===== config.mk =====
export PLATFORM = sky130hd
export DESIGN_NAME = leap_arbiter
export DESIGN_NICKNAME = d
export VERILOG_FILES = /design/src/rtl/leap_pkg.sv /design/src/rtl/leap_dp.sv /design/src/rtl/leap_arbiter.sv
export SDC_FILE = /design/constraint.sdc
export NUM_CORES = 1
export LEC_CHECK = 0
export ABC_AREA = 1
export CAP_MARGIN = 25
export CORE_AREA = 2 2 223 225
export DETAILED_ROUTE_END_ITERATION = 12
export DIE_AREA = 0 0 225 227
export PLACE_DENSITY = 0.71
export SYNTH_ARGS = -nofsm -noshare
export SYNTH_HDL_FRONTEND = slang
export SYNTH_HIERARCHICAL = 1
export SYNTH_SLANG_ARGS = --single-unit

===== constraint.sdc =====
create_clock -name clk -period 2.6 [get_ports clk]
set_input_delay 0.78 -clock clk [delete_from_list [all_inputs] [get_ports clk]]
set_output_delay 0.78 -clock clk [all_outputs]
set_load 0.1 [all_outputs]

===== src/rtl/leap_pkg.sv =====
// Shared definitions for the leap accumulator arbiter.
// Holds the op encodings and the sequencer state type.
package leap_pkg;

  localparam logic [1:0] OP_DBL  = 2'b00;
  localparam logic [1:0] OP_HALF = 2'b01;
  localparam logic [1:0] OP_SUB3 = 2'b10;
  localparam logic [1:0] OP_ADD3 = 2'b11;

  typedef enum logic [1:0] {
    IDLE = 2'b00,
    RUN  = 2'b01,
    DONE = 2'b10
  } state_e;

endpackage


===== src/rtl/leap_dp.sv =====
// Leap datapath: one WIDTH-bit accumulator that applies a single op on each
// enabled step. All arithmetic wraps modulo 2^WIDTH.
module leap_dp
  import leap_pkg::*;
#(
  parameter int          WIDTH = 128,
  parameter int unsigned INIT  = 17
) (
  input  logic             clk,
  input  logic             rst,
  input  logic             step,
  input  logic [1:0]       op,
  output logic [WIDTH-1:0] acc
);

  logic [WIDTH-1:0] acc_d, acc_q;

  // NOTE: every signal driven in always_comb gets a default first, so no path
  // through the case statement can leave it unassigned and infer a latch.
  always_comb begin
    acc_d = acc_q;
    if (step) begin
      unique case (op)
        OP_DBL:  acc_d = acc_q + acc_q;
        OP_HALF: acc_d = acc_q + (acc_q >> 1);
        OP_SUB3: acc_d = acc_q - WIDTH'(3);
        OP_ADD3: acc_d = acc_q + WIDTH'(3);
        default: acc_d = acc_q;
      endcase
    end
  end

  // NOTE: sequential state uses non-blocking assignments so every flop samples
  // the pre-edge values of its inputs, independent of process ordering.
  always_ff @(posedge clk) begin
    if (!rst) acc_q <= WIDTH'(INIT);
    else      acc_q <= acc_d;
  end

  assign acc = acc_q;

endmodule


===== src/rtl/leap_arbiter.sv =====
// Round-robin job arbiter in front of the leap datapath: grants one requester
// at a time, steps the accumulator for the job's count, then pulses done.
module leap_arbiter
  import leap_pkg::*;
#(
  parameter int          NREQ  = 4,
  parameter int          WIDTH = 128,
  parameter int unsigned INIT  = 17,
  parameter int          CNTW  = 4,
  localparam int         IDW   = $clog2(NREQ)
) (
  input  logic                 clk,
  input  logic                 rst,
  input  logic [NREQ-1:0]      req_valid,
  input  logic [2*NREQ-1:0]    req_op,
  input  logic [CNTW*NREQ-1:0] req_cnt,
  output logic [NREQ-1:0]      req_ready,
  output logic                 busy,
  output logic                 done_valid,
  output logic [IDW-1:0]       done_id,
  output logic [WIDTH-1:0]     acc
);

  state_e          state_d, state_q;
  logic [IDW-1:0]  rr_ptr_d, rr_ptr_q;
  logic [IDW-1:0]  id_d, id_q;
  logic [1:0]      op_d, op_q;
  logic [CNTW-1:0] cnt_d, cnt_q;

  logic            grant_found;
  logic [IDW-1:0]  grant_idx;
  logic [IDW-1:0]  scan_idx;
  logic [1:0]      grant_op;
  logic [CNTW-1:0] grant_cnt;

  // Scan starts one past the last winner, so the previous grantee has lowest priority.
  always_comb begin
    grant_found = 1'b0;
    grant_idx   = '0;
    scan_idx    = '0;
    for (int k = 1; k <= NREQ; k++) begin
      scan_idx = IDW'((int'(rr_ptr_q) + k) % NREQ);
      if (!grant_found && req_valid[scan_idx]) begin
        grant_found = 1'b1;
        grant_idx   = scan_idx;
      end
    end
  end

  always_comb begin
    grant_op  = '0;
    grant_cnt = '0;
    for (int i = 0; i < NREQ; i++) begin
      if (grant_idx == IDW'(i)) begin
        grant_op  = req_op[2*i +: 2];
        grant_cnt = req_cnt[CNTW*i +: CNTW];
      end
    end
  end

  always_comb begin
    state_d   = state_q;
    rr_ptr_d  = rr_ptr_q;
    id_d      = id_q;
    op_d      = op_q;
    cnt_d     = cnt_q;
    req_ready = '0;
    unique case (state_q)
      IDLE: begin
        if (grant_found && rst) begin
          req_ready[grant_idx] = 1'b1;
          rr_ptr_d = grant_idx;
          id_d     = grant_idx;
          op_d     = grant_op;
          cnt_d    = grant_cnt;
          state_d  = (grant_cnt == '0) ? DONE : RUN;
        end
      end
      RUN: begin
        cnt_d = cnt_q - CNTW'(1);
        if (cnt_q == CNTW'(1)) state_d = DONE;
      end
      DONE:    state_d = IDLE;
      default: state_d = IDLE;
    endcase
  end

  always_ff @(posedge clk) begin
    if (!rst) begin
      state_q  <= IDLE;
      rr_ptr_q <= IDW'(NREQ - 1);
      id_q     <= '0;
      op_q     <= '0;
      cnt_q    <= '0;
    end else begin
      state_q  <= state_d;
      rr_ptr_q <= rr_ptr_d;
      id_q     <= id_d;
      op_q     <= op_d;
      cnt_q    <= cnt_d;
    end
  end

  assign busy       = (state_q != IDLE);
  assign done_valid = (state_q == DONE);
  assign done_id    = id_q;

  leap_dp #(
    .WIDTH(WIDTH),
    .INIT (INIT)
  ) u_dp (
    .clk (clk),
    .rst (rst),
    .step(state_q == RUN),
    .op  (op_q),
    .acc (acc)
  );

endmodule


==> metrics.md, run 1 <==
| Metric | Value |
|---|---|
| Initial antenna violation count | `0` |
| Vias per Instance | `4.92` |
| Synth top area share | `0.277` |
| Core area | `0.0485 mm2` |
| Total nets after synthesis | `4500` |
| P per Cell Area | `1360 mW/mm2` |
| GRT overflow | `0` |
| Failing checks | `setup timing` |
| Final Hold Vio Count | `0` |
| Leakage | `18.6 nW` |
| RSZ-0062 raised after global routing | `true` |
| Vias in the first global route | `25400` |
| ANT cells | `0` |
| Final period util | `1.21` |
| Post-DP Area | `0.0280 mm2` |
| Max Transition Viols Final | `0` |
| Setup CP Type | `flop to flop` |
| Clock transition at the registers of the reported paths | `0.08 ns` |
| Post-synth EDFFs | `0` |
| Async set-or-reset flop fraction in the synthesized netlist | `0` |
| Die H | `227 um` |
| Via count | `27900` |
| Worst hold path type | `flop to flop` |
| Tot Pwr | `0.0424 W` |
| Synth Cell Area | `0.0216 mm2` |
| Startpoint types | `flop` |
| Reg area | `0.00297 mm2` |
| Fmax | `0.318 GHz` |
| Power Internal | `0.0177 W` |
| Routed len/inst | `16.0 um` |
| Slowest cell on the critical path | `dfxtp_4` |
| Max_slew headroom | `0.415` |
| Worst vdd rail ir drop | `1480 uV` |
| Layout area overhead | `44.0%` |
| Final instance count without filler cells | `5673` |
| Initial Util | `0.445` |
| Required @ worst endpoint | `3.01 ns` |
| Gp weighted congestion | `1.09` |
| Final ANT Viol Nets | `0` |
| Syn avg cell area | `5.00 um2` |
| CTS buffer count | `17` |
| Post-synth cell types | `44` |
| Switching share of power | `0.582` |
| Worst-margin pin slew | `0.877 ns` |
| Skew final | `0.0150 ns` |
| CP most frequent cell | `nand2_1` |
| Clock Tree Root | `clkbuf_16` |
| Rows | `81` |
| Fin nets | `5212` |
| Count leader, synth | `nand2_1` |
| Detailed Route WL | `91.0 mm` |
| Cells after Synth | `4326` |
| Detailed Place HPWL | `72.1 mm` |
| Port Buf Inserts | `165` |
| Fill cells | `4826` |
| Area leader, netlist | `nand2_1` |
| Final setup margin | `-0.540 ns` |
| Synth top cells by count | `1595 x nand2_1, 1114 x inv_1, 321 x o21ai_0, 284 x nor2_1, 232 x a21oi_1` |
| Main synth FF type | `dfxtp_1` |
| Status | `complete, but fails checks` |
| Clock power share | `0.060` |
| Comb power frac | `0.842` |
| Clk sink count | `140` |
| Die Wd | `225 um` |
| DRC viols | `0` |
| CTS Hold Bufs | `0` |
| Worst Setup End Kind | `flop` |
| Clock Latency Late Sink | `0.52 ns` |
| Sequential share of the synthesized area | `0.130` |
| Final setup viols | `119` |
| Largest net degree at the start of global routing | `189` |
| Multi-input gate area | `0.0162 mm2` |
| Arrival @ worst endpoint | `3.55 ns` |
| P_sw | `0.0247 W` |
| CTS tree | `done` |
| Die ar. | `0.0511 mm2` |
| Ports | `166` |
| CP peak stage delay | `0.45 ns` |
| Yosys warning count | `6` |
| Initial DRC Count | `2234` |
| Initial DRT Pass Iterations | `7` |
| Max FO, Critical Path | `29` |
| Minimum clock period | `3.14 ns` |
| Post-layout instance area | `0.0311 mm2` |
| Max-Cap Viols | `0` |
| H-tree levels | `4` |
| Max clock buf depth | `2` |
| First-pass GRT wire length | `136 mm` |
| Layout cells sized above 1 | `0.298` |
| Power share of the sequential group | `0.098` |
| GRT Resource Usage Total | `0.348` |
| Largest cells by area after synthesis | `nand2_1 28%, inv_1 19%, dfxtp_1 13%` |
| Yosys reg bits | `140` |
| Cell Chain, Critical Path | `inv_8, buf_16, buf_4, o21ai_0, o21ai_1, ha_1, nand2_2, buf_12, nor2_4, nand2_2, inv_1, nand2_1, nand2_1, buf_4, nand2_1, nand2_1, nand2_2, nand4_1, nand3_1, nand2_1, inv_1` |
| Placed cells | `5586` |
==> cells by family (layout without fill, tap and decap cells) <==
kind of cell / Yosys count / count (layout) / synth area share
xor+xnor: 62 / 62 / 0.0251
buf+inv: 1216 / 1940 / 0.212
compound gates: 593 / 593 / 0.141
fa+ha+maj: 144 / 144 / 0.0837
flops: 140 / 140 / 0.130
simple gates: 2171 / 2172 / 0.408
==> worst paths after layout <==
path | start | to | depth (start not counted) | slack (ns)
max | op_q[0]$_SDFFE_PN0P_ | u_dp/acc[111]$_SDFFE_PN0P_ | 21 | -0.54
min | done_id[0]$_SDFFE_PN0P_ | done_id[0]$_SDFFE_PN0P_ | 2 | 0.48
max reg2reg | op_q[0]$_SDFFE_PN0P_ | u_dp/acc[111]$_SDFFE_PN0P_ | 21 | -0.54
min reg2reg | done_id[0]$_SDFFE_PN0P_ | done_id[0]$_SDFFE_PN0P_ | 2 | 0.48
==> critical path: cells and delay by family (launching register included) <==
family                   cells  cell delay, ns
AND/OR/NAND/NOR             11            1.15
AO/OA/AOI/OAI                2            0.18
buffers and inverters        7            0.83
adder cells (fa/ha/maj)      1            0.37
flip-flops                   1            0.45
==> metal layers <==
layer / global-route usage / vias up / routed length (um)
met5: 0 / - / 0
met4: 0.146 / 0 / 4010
li1: - / 14300 / -
met2: 0.565 / 952 / 39800
met3: 0.0516 / 170 / 7080
met1: 0.461 / 12500 / 40100
==> through the flow <==
step	hold WS, ns	utilization	setup WS (ns)	setup TNS (ns)
floorplan	0.454	-	-0.509	-1.79
global placement	0.452	0.577	-0.760	-46.42
detailed placement	0.464	0.577	-0.753	-51.16
CTS	0.481	0.619	-0.435	-35.78
global route	0.502	0.641	-0.652	-61.21
finish	0.477	0.641	-0.540	-42.45
==> area by class of cell <==
cell class | count | area share
flip-flops and latches | 140 | 0.0954
inverters | 1131 | 0.137
multi-input cells | 2971 | 0.519
clock buffers | 17 | 0.0137
well taps | 622 | 0.0250
clock inverters | 15 | 0.00543
repair buffers | 777 | 0.204
==> timing repair <==
item                                   4_1_cts  5_1_grt
gates resized for setup                    406      298
endpoints found under the hold margin        0        0
setup endpoints to repair                  119      124
buffers inserted                            21       27
cloned                                       5        2
pin swaps                                   71       63
==> cells in the final DEF (no fill, tap or decap), types with 10 or more instances in the layout <==
cell type	instances
nand3_2	25
clkdlybuf4s50_1	25
buf_12	18
inv_2	31
nand2_4	36
nand4_1	25
a21oi_1	183
xor2_1	60
inv_1	1092
nand3_1	145
nor3_2	10
nand2_2	212
nor2_1	141
o21ai_0	226
o21bai_1	10
nand2_1	1372
dfxtp_2	123
buf_4	710
o21ai_2	17
a21oi_2	43
nor2_4	41
o21ai_1	94
nand3_4	13
clkbuf_16	19
ha_1	130
nor2_2	127
dfxtp_1	14
==> registers in the layout (all words and copies together) (netlist names) <==
| signal | flops |
|---|---|
| u_dp/acc | 128 |
| op_q | 2 |
| cnt_q | 4 |
| done_id | 2 |
| state_q | 2 |
| rr_ptr_q | 2 |
==> power groups by stage <==
stage	Sequential, W	Clock, W	Combinational, W
global placement	0.00413	0	0.0310
finish	0.00415	0.00254	0.0357
CTS	0.00413	0.00261	0.0334
floorplan	0.00990	0	0.0141
detailed placement	0.00413	0	0.0313
global route	0.00431	0.00269	0.0384
No activity file was read; power rests on OpenSTA's default activity.
==> run 2, diff against run 1 <==
PLACE_DENSITY = 0.68   (was 0.71)
TNS_END_PERCENT = 10   (was not set)
clock period = 3.45 ns   (was 2.6 ns; I/O delays follow)
==> run 2 against run 1 <==
The run now ends clean. Non-clock buffer count decreased by 466. Sequential power decreased by 26%. Sequential share of layout area increased by 1.5 points. Hold slack improved by 0.00064 ns. Setup slack improved by 0.58 ns. Combinational power decreased by 41%. Clock skew increased by 0.0087 ns. Clock power decreased by 27%. Register-to-register slack improved by 0.61 ns. Critical path type is now input pin to output port. Largest cell class unchanged. Largest power group unchanged. Highest routed layer is now met5.
==> metrics.md, run 2 (synthesized netlist as in run 1, its figures left out) <==
| Metric | Value |
|---|---|
| CTS buffer count | `17` |
| Die Wd | `225 um` |
| Final period util | `0.988` |
| Vias per Instance | `4.91` |
| RSZ-0062 raised after global routing | `true` |
| Number of flip-flops in the largest register | `128` |
| Initial DRC Count | `1929` |
| Status | `finished clean` |
| Startpoint types | `input pin` |
| Largest net degree at the start of global routing | `99` |
| GRT overflow | `0` |
| Initial antenna violation count | `3` |
| Ports | `166` |
| GRT Resource Usage Total | `0.331` |
| Worst vdd rail ir drop | `1160 uV` |
| Crit path to | `req_ready[2]` |
| Final ANT Viol Nets | `0` |
| Layout cells sized above 1 | `0.104` |
| Initial DRT Pass Iterations | `6` |
| Placed cells | `5169` |
| Required @ worst endpoint | `2.41 ns` |
| Rows | `81` |
| Leakage | `15.7 nW` |
| Max FO, Critical Path | `4` |
| FF-to-FF path depth | `20` |
| Vias in the first global route | `22800` |
| Final setup viols | `0` |
| Gp weighted congestion | `1.06` |
| Detailed Place HPWL | `72.3 mm` |
| Clock Tree Root | `clkbuf_16` |
| Max clock buf depth | `2` |
| First-pass GRT wire length | `129 mm` |
| Most frequent cells in the layout | `1576 x nand2_1, 1111 x inv_1, 313 x o21ai_0` |
| Clk sink count | `140` |
| CTS Hold Bufs | `0` |
| Die H | `227 um` |
| P per Cell Area | `1020 mW/mm2` |
| Max-Cap Viols | `0` |
| Die ar. | `0.0511 mm2` |
| Fmax | `0.293 GHz` |
| R2R Setup Slk | `0.07 ns` |
| Max Transition Viols Final | `0` |
| Fill cells | `5488` |
| Arrival @ worst endpoint | `2.37 ns` |
| Most common cell after layout, fill and taps aside | `nand2_1` |
| Critical R2R Launch | `op_q[1]$_SDFFE_PN0P_` |
| H-tree levels | `4` |
| Max_slew headroom | `0.626` |
| Clock transition at the registers of the reported paths | `0.06 ns` |
| CTS tree | `done` |
| Routed len/inst | `16.3 um` |
| Layout area overhead | `17.8%` |
| Crit path launch | `req_valid[0]` |
| Detailed Route WL | `84.7 mm` |
| Clock Latency Late Sink | `0.51 ns` |
| Worst-margin pin slew | `0.561 ns` |
| DRC viols | `0` |
| Reg2Reg Capture Point | `u_dp/acc[117]$_SDFFE_PN0P_` |
| Port Buf Inserts | `165` |
| Setup CP Type | `input pin to output port` |
| Via count | `25600` |
| Minimum clock period | `3.41 ns` |
| Hold Slack | `0.478 ns` |
| Core area | `0.0485 mm2` |
| Final Hold Vio Count | `0` |
| Worst Setup End Kind | `output port` |
| Worst hold path type | `flop to flop` |
| Final instance count without filler cells | `5207` |
| Initial Util | `0.445` |
| Skew final | `0.0237 ns` |
| Fin nets | `4745` |
## run 2: through the flow
| stage | total power, W | setup WS, ns | cell area (um2) | setup TNS, ns | utilization |
|---|---|---|---|---|---|
| after floorplan | 0.0179 | -0.169 | 21700 | -0.451 | - |
| final | 0.0259 | 0.0408 | 25500 | 0 | 0.524 |
| after detailed placement | 0.0236 | -0.453 | 24700 | -1.66 | 0.509 |
| after global routing | 0.0281 | -0.0398 | 25500 | -0.128 | 0.524 |
| after global placement | 0.0236 | -0.404 | 24700 | -1.55 | 0.509 |
| after CTS | 0.0257 | 0.00803 | 25300 | 0 | 0.521 |
## run 2: worst max-delay path, cell delays in order
cell and delay [ns]:
buf_2 0.12, nand2_2 0.08, nand2_4 0.06, nand2_4 0.08, nand2_4 0.07, buf_4 0.14, nand2_4 0.05, inv_2 0.04
a21oi_4 0.13, nand3_4 0.13, buf_6 0.15, nor2_4 0.09, buf_12 0.18
## run 2: what timing repair did
item | in CTS | in global routing
pin swaps | 9 | 3
setup buffers | 4 | 1
resized for setup | 29 | 57
endpoints found under the setup margin | 4 | 55
## run 2: cell type report
class / count / area [um2] / share of cell area
antenna: 1 / 2.50 / 0.0000983
clock buffer: 17 / 425 / 0.0167
clock inverter: 15 / 148 / 0.00580
inverter: 1131 / 4250 / 0.167
multi-input combinational: 2970 / 14400 / 0.567
sequential: 140 / 2810 / 0.111
tap: 622 / 778 / 0.0306
timing repair buffer: 311 / 2610 / 0.102
## run 2: worst min-delay path by stage
stage,depth (start not counted),slack [ns],endpoint,start
after floorplan,2,0.45,op_q[1]$_SDFFE_PN0P_,op_q[1]$_SDFFE_PN0P_
after global placement,2,0.45,done_id[0]$_SDFFE_PN0P_,done_id[0]$_SDFFE_PN0P_
after detailed placement,2,0.46,done_id[0]$_SDFFE_PN0P_,done_id[0]$_SDFFE_PN0P_
after CTS,2,0.48,done_id[0]$_SDFFE_PN0P_,done_id[0]$_SDFFE_PN0P_
after global routing,2,0.52,done_id[1]$_SDFFE_PN0P_,done_id[1]$_SDFFE_PN0P_
final,2,0.48,done_id[1]$_SDFFE_PN0P_,done_id[1]$_SDFFE_PN0P_
## run 2: power by group
group | internal (W) | switching, W
clock network | 0.000955 | 0.000901
logic | 0.00616 | 0.0148
registers | 0.00229 | 0.000786
## run 2: layer usage
metal | up-vias | wire (um) | GRT usage
li1 | 13400 | - | -
met1 | 11300 | 39700 | 0.456
met2 | 785 | 36400 | 0.521
met3 | 116 | 5750 | 0.0487
met4 | 2 | 2910 | 0.126
met5 | - | 13 | 0
